$ cat src/rtl/painter_pkg.sv
// painter_pkg: shared types and constants for frame_sequencer and its helpers.
//   rgb_t          3-bit RGB colour
//   state_t        sequencer FSM state encoding
//   StFrameStart   state entered from reset and after every swap
//   PixelsDefault  default pixels per frame (160x120)
// Optional feature macro: FRAME_SEQUENCER_CLEAR_EN adds the CLEAR state.
package painter_pkg;

   localparam int unsigned PixelsDefault = 19200;

   typedef logic [2:0] rgb_t;

`ifdef FRAME_SEQUENCER_CLEAR_EN
   typedef enum logic [1:0] {StClear, StPaint, StWaitVb, StSwap} state_t;
   localparam state_t StFrameStart = StClear;
`else
   typedef enum logic [1:0] {StPaint, StWaitVb, StSwap} state_t;
   localparam state_t StFrameStart = StPaint;
`endif

endpackage

$ cat src/rtl/rise_detect.sv
// rise_detect: rising-edge detector for a level already synchronous to clk.
//   clk    system clock
//   reset  synchronous active-high reset, clears the history to 0
//   level  sampled level
//   rise   high while level=1 and the previous cycle's level was 0
module rise_detect (
   input  logic clk,
   input  logic reset,
   input  logic level,
   output logic rise
);

   logic levelPrev;

   always_ff @(posedge clk) begin
      if (reset) begin
         levelPrev <= 1'b0;
      end else begin
         levelPrev <= level;
      end
   end

   assign rise = level & ~levelPrev;

endmodule

$ cat src/rtl/frame_sequencer.sv
// frame_sequencer: sequences one video frame into the frame-buffer back buffer:
// optional clear, painter window, wait for vblank rising edge, buffer swap.
//   clk, reset          system clock, synchronous active-high reset
//   vblank              vertical blank level (synchronous to clk)
//   bg_color            clear colour
//   paint_req/addr/data painter write request
//   paint_done          painter finished the frame (one-cycle pulse)
//   paint_gnt           painter owns the write port
//   fb_we/addr/data     back-buffer write port
//   fb_swap             one-cycle swap pulse
//   oob                 sticky flag: painter wrote outside the frame
//   frame_count         completed swaps, wraps at 256
// Optional feature macro: FRAME_SEQUENCER_CLEAR_EN enables the CLEAR state
// (otherwise bg_color is unused and frames start directly in PAINT).
// Every output is registered from the current state and inputs, so outputs
// trail the state register by one cycle.
module frame_sequencer
   import painter_pkg::*;
#(
   parameter int unsigned PIXELS = PixelsDefault,
   parameter int unsigned ADDR_W = 15
) (
   input  logic              clk,
   input  logic              reset,
   input  logic              vblank,
   input  logic [2:0]        bg_color,
   input  logic              paint_req,
   input  logic [ADDR_W-1:0] paint_addr,
   input  logic [2:0]        paint_data,
   input  logic              paint_done,
   output logic              paint_gnt,
   output logic              fb_we,
   output logic [ADDR_W-1:0] fb_addr,
   output logic [2:0]        fb_data,
   output logic              fb_swap,
   output logic              oob,
   output logic [7:0]        frame_count
);

   // One extra bit so PIXELS == 2**ADDR_W still compares correctly.
   localparam logic [ADDR_W:0] PixLimit = (ADDR_W+1)'(PIXELS);

   state_t            state;
   state_t            nextState;
   logic              vbRise;
   logic              inFrame;
   logic              paintHit;
   logic              paintOob;
   logic              weD;
   logic [ADDR_W-1:0] addrD;
   rgb_t              dataD;

   rise_detect uRiseDetect (
      .clk   (clk),
      .reset (reset),
      .level (vblank),
      .rise  (vbRise)
   );

   assign inFrame  = ({1'b0, paint_addr} < PixLimit);
   assign paintHit = (state == StPaint) && paint_req && inFrame;
   assign paintOob = (state == StPaint) && paint_req && !inFrame;

`ifdef FRAME_SEQUENCER_CLEAR_EN
   localparam logic [ADDR_W-1:0] LastAddr = ADDR_W'(PIXELS - 1);

   logic [ADDR_W-1:0] clearAddr;
   logic              clearLast;

   assign clearLast = (clearAddr == LastAddr);

   // Held at 0 outside CLEAR, so every clear pass starts from address 0.
   always_ff @(posedge clk) begin
      if (reset || (state != StClear)) begin
         clearAddr <= '0;
      end else begin
         clearAddr <= clearAddr + ADDR_W'(1);
      end
   end
`else
   logic unusedBgColor;
   assign unusedBgColor = ^bg_color;
`endif

   always_comb begin
      nextState = state;
      case (state)
`ifdef FRAME_SEQUENCER_CLEAR_EN
         StClear:  if (clearLast) nextState = StPaint;
`endif
         StPaint:  if (paint_done) nextState = StWaitVb;
         StWaitVb: if (vbRise) nextState = StSwap;
         StSwap:   nextState = StFrameStart;
         default:  nextState = StFrameStart;
      endcase
   end

   // Address/data hold their last value when no write is issued.
   always_comb begin
      weD   = 1'b0;
      addrD = fb_addr;
      dataD = fb_data;
`ifdef FRAME_SEQUENCER_CLEAR_EN
      if (state == StClear) begin
         weD   = 1'b1;
         addrD = clearAddr;
         dataD = bg_color;
      end
`endif
      if (paintHit) begin
         weD   = 1'b1;
         addrD = paint_addr;
         dataD = paint_data;
      end
   end

   always_ff @(posedge clk) begin
      if (reset) begin
         state       <= StFrameStart;
         fb_we       <= 1'b0;
         fb_addr     <= '0;
         fb_data     <= '0;
         fb_swap     <= 1'b0;
         paint_gnt   <= 1'b0;
         oob         <= 1'b0;
         frame_count <= '0;
      end else begin
         state     <= nextState;
         fb_we     <= weD;
         fb_addr   <= addrD;
         fb_data   <= dataD;
         fb_swap   <= (state == StSwap);
         paint_gnt <= (state == StPaint);
         oob       <= oob | paintOob;
         if (state == StSwap) begin
            frame_count <= frame_count + 8'd1;
         end
      end
   end

endmodule

$ cat config.mk
export PLATFORM = sky130hd
export DESIGN_NAME = frame_sequencer
export DESIGN_NICKNAME = d
export VERILOG_FILES = /design/src/rtl/painter_pkg.sv /design/src/rtl/rise_detect.sv /design/src/rtl/frame_sequencer.sv
export SDC_FILE = /design/constraint.sdc
export NUM_CORES = 1
export LEC_CHECK = 0
export BUFFER_PORTS_ARGS = -buffer_cell sky130_fd_sc_hd__buf_2
export CAP_MARGIN = 25
export CELL_PAD_IN_SITES_DETAIL_PLACEMENT = 0
export CELL_PAD_IN_SITES_GLOBAL_PLACEMENT = 1
export CORE_UTILIZATION = 34
export DETAILED_ROUTE_END_ITERATION = 8
export GPL_TIMING_DRIVEN = 0
export PLACE_DENSITY_LB_ADDON = 0.1
export SETUP_SLACK_MARGIN = 0.2
export SYNTH_ARGS = -nofsm -noshare
export SYNTH_HDL_FRONTEND = slang
export SYNTH_SLANG_ARGS = --single-unit
$ cat constraint.sdc
create_clock -name clk -period 1.45 [get_ports clk]
set_input_delay 0.145 -clock clk [delete_from_list [all_inputs] [get_ports clk]]
set_output_delay 0.145 -clock clk [all_outputs]
set_load 0.05 [all_outputs]
== Word-level counts from Yosys, hierarchy flattened ==
Index checks and enable logic that the tools add are counted.
W data, S select, Z words.
Cells by class
  $add $sub $neg: 1
  order comparisons: 1
  equality and inequality tests: 4
  mux-type cells: 4
  bitwise gates (word level): 3
  reductions and logical operators: 6
Operators by type and width (count)
  $lt A15 B15 Y1 const B: 1
  $add A8 B1 Y8 const B: 1
  $mux W2: 2
  $pmux W2 S2: 1
  $logic_and A1 B1 Y1: 3
  $eq A2 B1 Y1 const B: 1
  $eq A2 B2 Y1 const B: 1
  $logic_not A2 Y1: 1
  $ne A2 B1 Y1 const B: 1
  $ne A2 B2 Y1 const B: 1
  $reduce_and A2 Y1: 1
  $and A1 B1 Y1: 1
  $logic_not A1 Y1: 1
  $mux W1: 1
  $not A1 Y1: 1
  $or A1 B1 Y1: 1
Storage, ports and cells
  register bits after elaboration: 33
  output and inout bits: 30

== Depth between registers and ports, before layout ==
  depth in word-level cells: 4
  gate-level depth with buffers: 5

== Modules after synthesis ==
Synthesis repeated with hierarchy kept, for this count alone.
Second synthesis, totals
  cells, all modules: 147
  area, all modules: 1373.8 um^2
By module, submodules not included
  frame_sequencer: instances 1, cells each 144, area each 1326.3 um^2, sequential area each 640.6 um^2
  rise_detect: instances 1, cells each 3, area each 47.5 um^2, sequential area each 20.0 um^2

== Least setup slack after synthesis ==
No wires, ideal clock.
  path type: register -> register
  start point: register frame_count[3]
  end point: register frame_count[7]
  arrival: 1509 ps
  data required time: 1379 ps
  path slack: -129 ps
  stages on the path, launching flop included: 4
  path buffers: 0
  period minus slack after synthesis: 1579 ps
  cell sequence: dfxtp_1 -> nand4_1 -> or4_1 -> a21oi_1
On the way
  cells in the longest elaborated chain, start to end: 1
Ends and longest elaborated chain
  from (decl): RTL line frame_sequencer.sv:37  | output logic [7:0] frame_count
  from (signal assigned): RTL line frame_sequencer.sv:136  | frame_count <= frame_count + 8'd1;
  $add A8 B1 Y8: RTL line frame_sequencer.sv:136
No other way between the ends.
A chain may end at the register's enable or synchronous reset.

== Worst setup path after layout ==
  start point: register state[1]
  end point: register fb_data[0]
On the way
  cells in the longest elaborated chain, start to end: 3
Ends and longest elaborated chain
  from (decl): RTL line frame_sequencer.sv:43  | state_t state;
  from (signal assigned): RTL line frame_sequencer.sv:119  | state <= StFrameStart;
  from (signal assigned): RTL line frame_sequencer.sv:128  | state <= nextState;
  $logic_not A2 Y1: RTL line frame_sequencer.sv:61  | assign paintHit = (state == StPaint) && paint_req && inFrame;
  $logic_and A1 B1 Y1 (2 in series): RTL line frame_sequencer.sv:61
  to (signal assigned): RTL line frame_sequencer.sv:131  | fb_data <= dataD;
  to (decl): RTL line frame_sequencer.sv:34  | output logic [2:0] fb_data,
No other way between the ends.

==> results.cfg <==
[logic_synthesis]
ys_seq_area_frac = 0.492
synth_compound_area_frac = 0.0755
ys_top_cells_by_area = dfxtp_1 (49%), mux2i_1 (13%), nand2_1 (10%)
ys_ff_latch = 33
synth_warnings = 0
async_reset_ff_frac = 0
ys_types = 30
syn_inst = 145
synthSimpleGateAreaFrac = 0.226
synthMuxAreaShare = 0.134
synth_xor_area_frac = 0.0130
yosys_most_used_dff = dfxtp_1
synth_area_per_cell_um2 = 9.26
syn_area_um2 = 1340
synth_edf_count = 0
synth_most_common_cell = nand2_1
synth_top_area_cell = dfxtp_1
synth_adder_area_share = 0.00932
synth_top_family_by_area = simple AND/OR/NAND/NOR gates
yosys-top-cells-count = nand2_1 (37), dfxtp_1 (33), mux2i_1 (18)
netlist.area_leader.share = 0.492
synthesis.nets = 172

[timing]
finalHoldViolCount = 0
tightestPinTransition_ns = 0.483
holdWs_ns = 0.0825
fin_setup_tns_ns = 0
min_period_over_period = 0.899
fmax_ghz = 0.767
setup_slack_ns = 0.146
clock-skew-final_ns = 0.00427
slew_viol_final = 0
setup_viol = 0
slew_headroom = 0.678
rsz0062_at_grt = true
period_minus_slack_ns = 1.30

[floorplan]
die_width_um = 64.8
core_area_um2 = 3720
initial_core_util = 0.361
fp.dieH_um = 64.8
ioPinCount = 56
rows = 22
fp.dieArea_um2 = 4200

[placement]
gp_congestion = 0.679
dp_hpwl_mm = 2.19
io_buffers = 52
pre_cts_ws_ns = 0.0619

[worst_setup_path]
endpoint = fb_data[0]
critPathTopFamily = flip-flops
cp.depth = 5
cp.required_ns = 1.66
crit_path_start_kind = flop
slowest_stage = dfxtp_4
startpoint = state[1]
worstPathArrival_ns = 1.51
r2r-end = fb_data[0]
cp_cell_sequence = nor3b_4, o211a_1, buf_6, clkbuf_16, mux2i_1
rr_worst_depth = 5
worst-path-buf-inv = 2
critPathCaptureType = flop
r2r_start = state[1]
critPathMaxFanout = 8
critPathKind = flop to flop
r2r_slack_ns = 0.15
critical_path.max_stage_delay_ns = 0.38

[global_route]
grt_pass1_wl_mm = 5.18
grtUsageTotal = 0.164
grt_pass1_vias = 1206
grt_max_degree = 11
antenna_found_initial = 0
overflow = 0

[outcome]
status = completed

[detailed_routing]
wl_mm = 3.18
firstDrtPassIters = 4
drt_iter0_drc = 45
drc = 0
ant_nets = 0
route.detailed.wl_per_inst_um = 12.0
vias_per_cell = 4.57
vias = 1212

[pwr]
power_density_nw_per_um2 = 1030
vdd.ir_drop.worst_uv = 601
leakagePower_nw = 0.905
p_total_mw = 1.98

[cts]
hold_buffers = 0
htree_levels = 2
cts.clk_slew.worst_paths_ns = 0.06
clock-sinks = 33
numCtsBuffers = 5
cts_tree = done
cts.path.max_buffers = 2
clk_latency_ns = 0.28
root_buffer = clkbuf_8

[layout]
fin_nets = 243
final_util = 0.519
diodes = 0
fillers = 366
drive_gt1_frac = 0.396
area_growth_pct = 43.7

[hold_path]
min_path_type = input pin to flop
whs_path_depth = 2

[job]
drv_cap = 0
cell families (layout without fill, tap and decap cells):
kind of cell             Yosys count  count (layout)
AO/OA/AOI/OAI                     17              17
XOR/XNOR                           2               2
adder cells (fa/ha/maj)            1               1
buffers and inverters             11              83
flip-flops                        33              33
multiplexers                      18              18
AND/OR/NAND/NOR                   63              63
flip-flops by register name, summed over array words and instances (netlist names):
| signal | cells |
|---|---|
| fb_addr | 15 |
| fb_data | 3 |
| fb_swap | 1 |
| fb_we | 1 |
| frame_count | 8 |
| oob | 1 |
| paint_gnt | 1 |
| state | 2 |
| uRiseDetect.levelPrev | 1 |
per-layer routing:
layer  GRT usage  vias to the layer above  wire length (um)
met1       0.187                      541              1470
met3      0.0493                        5               180
met5           0                        -                 0
met2       0.272                       34              1480
met4      0.0917                        0                59
li1            -                      632                 -
per-stage QoR:
| step | std cells | instance area [um2] |
|---|---|---|
| global placement | 245 | 1690 |
| CTS | 260 | 1860 |
| detailed placement | 245 | 1690 |
| finish | 265 | 1930 |
| global route | 265 | 1930 |
| floorplan | 145 | 1370 |
placed cells by master, fill, tap and decap left out, types with 2 or more instances in the layout:
cell and count:
clkbuf_1 7, nor2b_1 4, inv_1 4, a21oi_1 5
clkbuf_8 5, nor2_1 6, buf_12 2, buf_2 53
o21ai_0 6, mux2i_1 18, dfxtp_1 24, xnor2_1 2
nand2_1 37, or3_1 4, nand3_1 2, dfxtp_4 8
buf_4 10, and2_1 2
where the power goes:
part	switching, mW	internal (mW)
Combinational	0.229	0.143
Clock	0.306	0.340
Sequential	0.0244	0.935
Total	0.559	1.42
worst reg2reg max path, stage by stage (launching register included):
cell and delay (ns):
dfxtp_4 0.38, nor3b_4 0.21, o211a_1 0.19, buf_6 0.14
clkbuf_16 0.15, mux2i_1 0.17
worst min-delay path by stage:
| stage | from | end | slack, ns |
|---|---|---|---|
| global placement | vblank | uRiseDetect.levelPrev | 0.37 |
| detailed placement | vblank | uRiseDetect.levelPrev | 0.39 |
| CTS | vblank | uRiseDetect.levelPrev | 0.08 |
| finish | vblank | uRiseDetect.levelPrev | 0.08 |
| global route | vblank | uRiseDetect.levelPrev | 0.09 |
| floorplan | reset | state[0] | 0.23 |
timing repair:
action / 4_1_cts / 5_1_grt
cloned: 0 / 1
buffers inserted: 7 / 4
resized for setup: 6 / 3
pin swaps: 2 / 6
setup endpoints to repair: 20 / 21
final cells by class:
| type | instances | area [um2] | share of cell area |
|---|---|---|---|
| Clock buffer | 8 | 80.1 | 0.0415 |
| Multi-Input combinational cell | 101 | 651 | 0.337 |
| Buffer | 7 | 51.3 | 0.0266 |
| Tap cell | 48 | 60.1 | 0.0311 |
| Sequential cell | 33 | 692 | 0.359 |
| Timing Repair Buffer | 64 | 380 | 0.197 |
| Inverter | 4 | 15.0 | 0.00778 |
No activity file was read; power rests on OpenSTA's default activity.
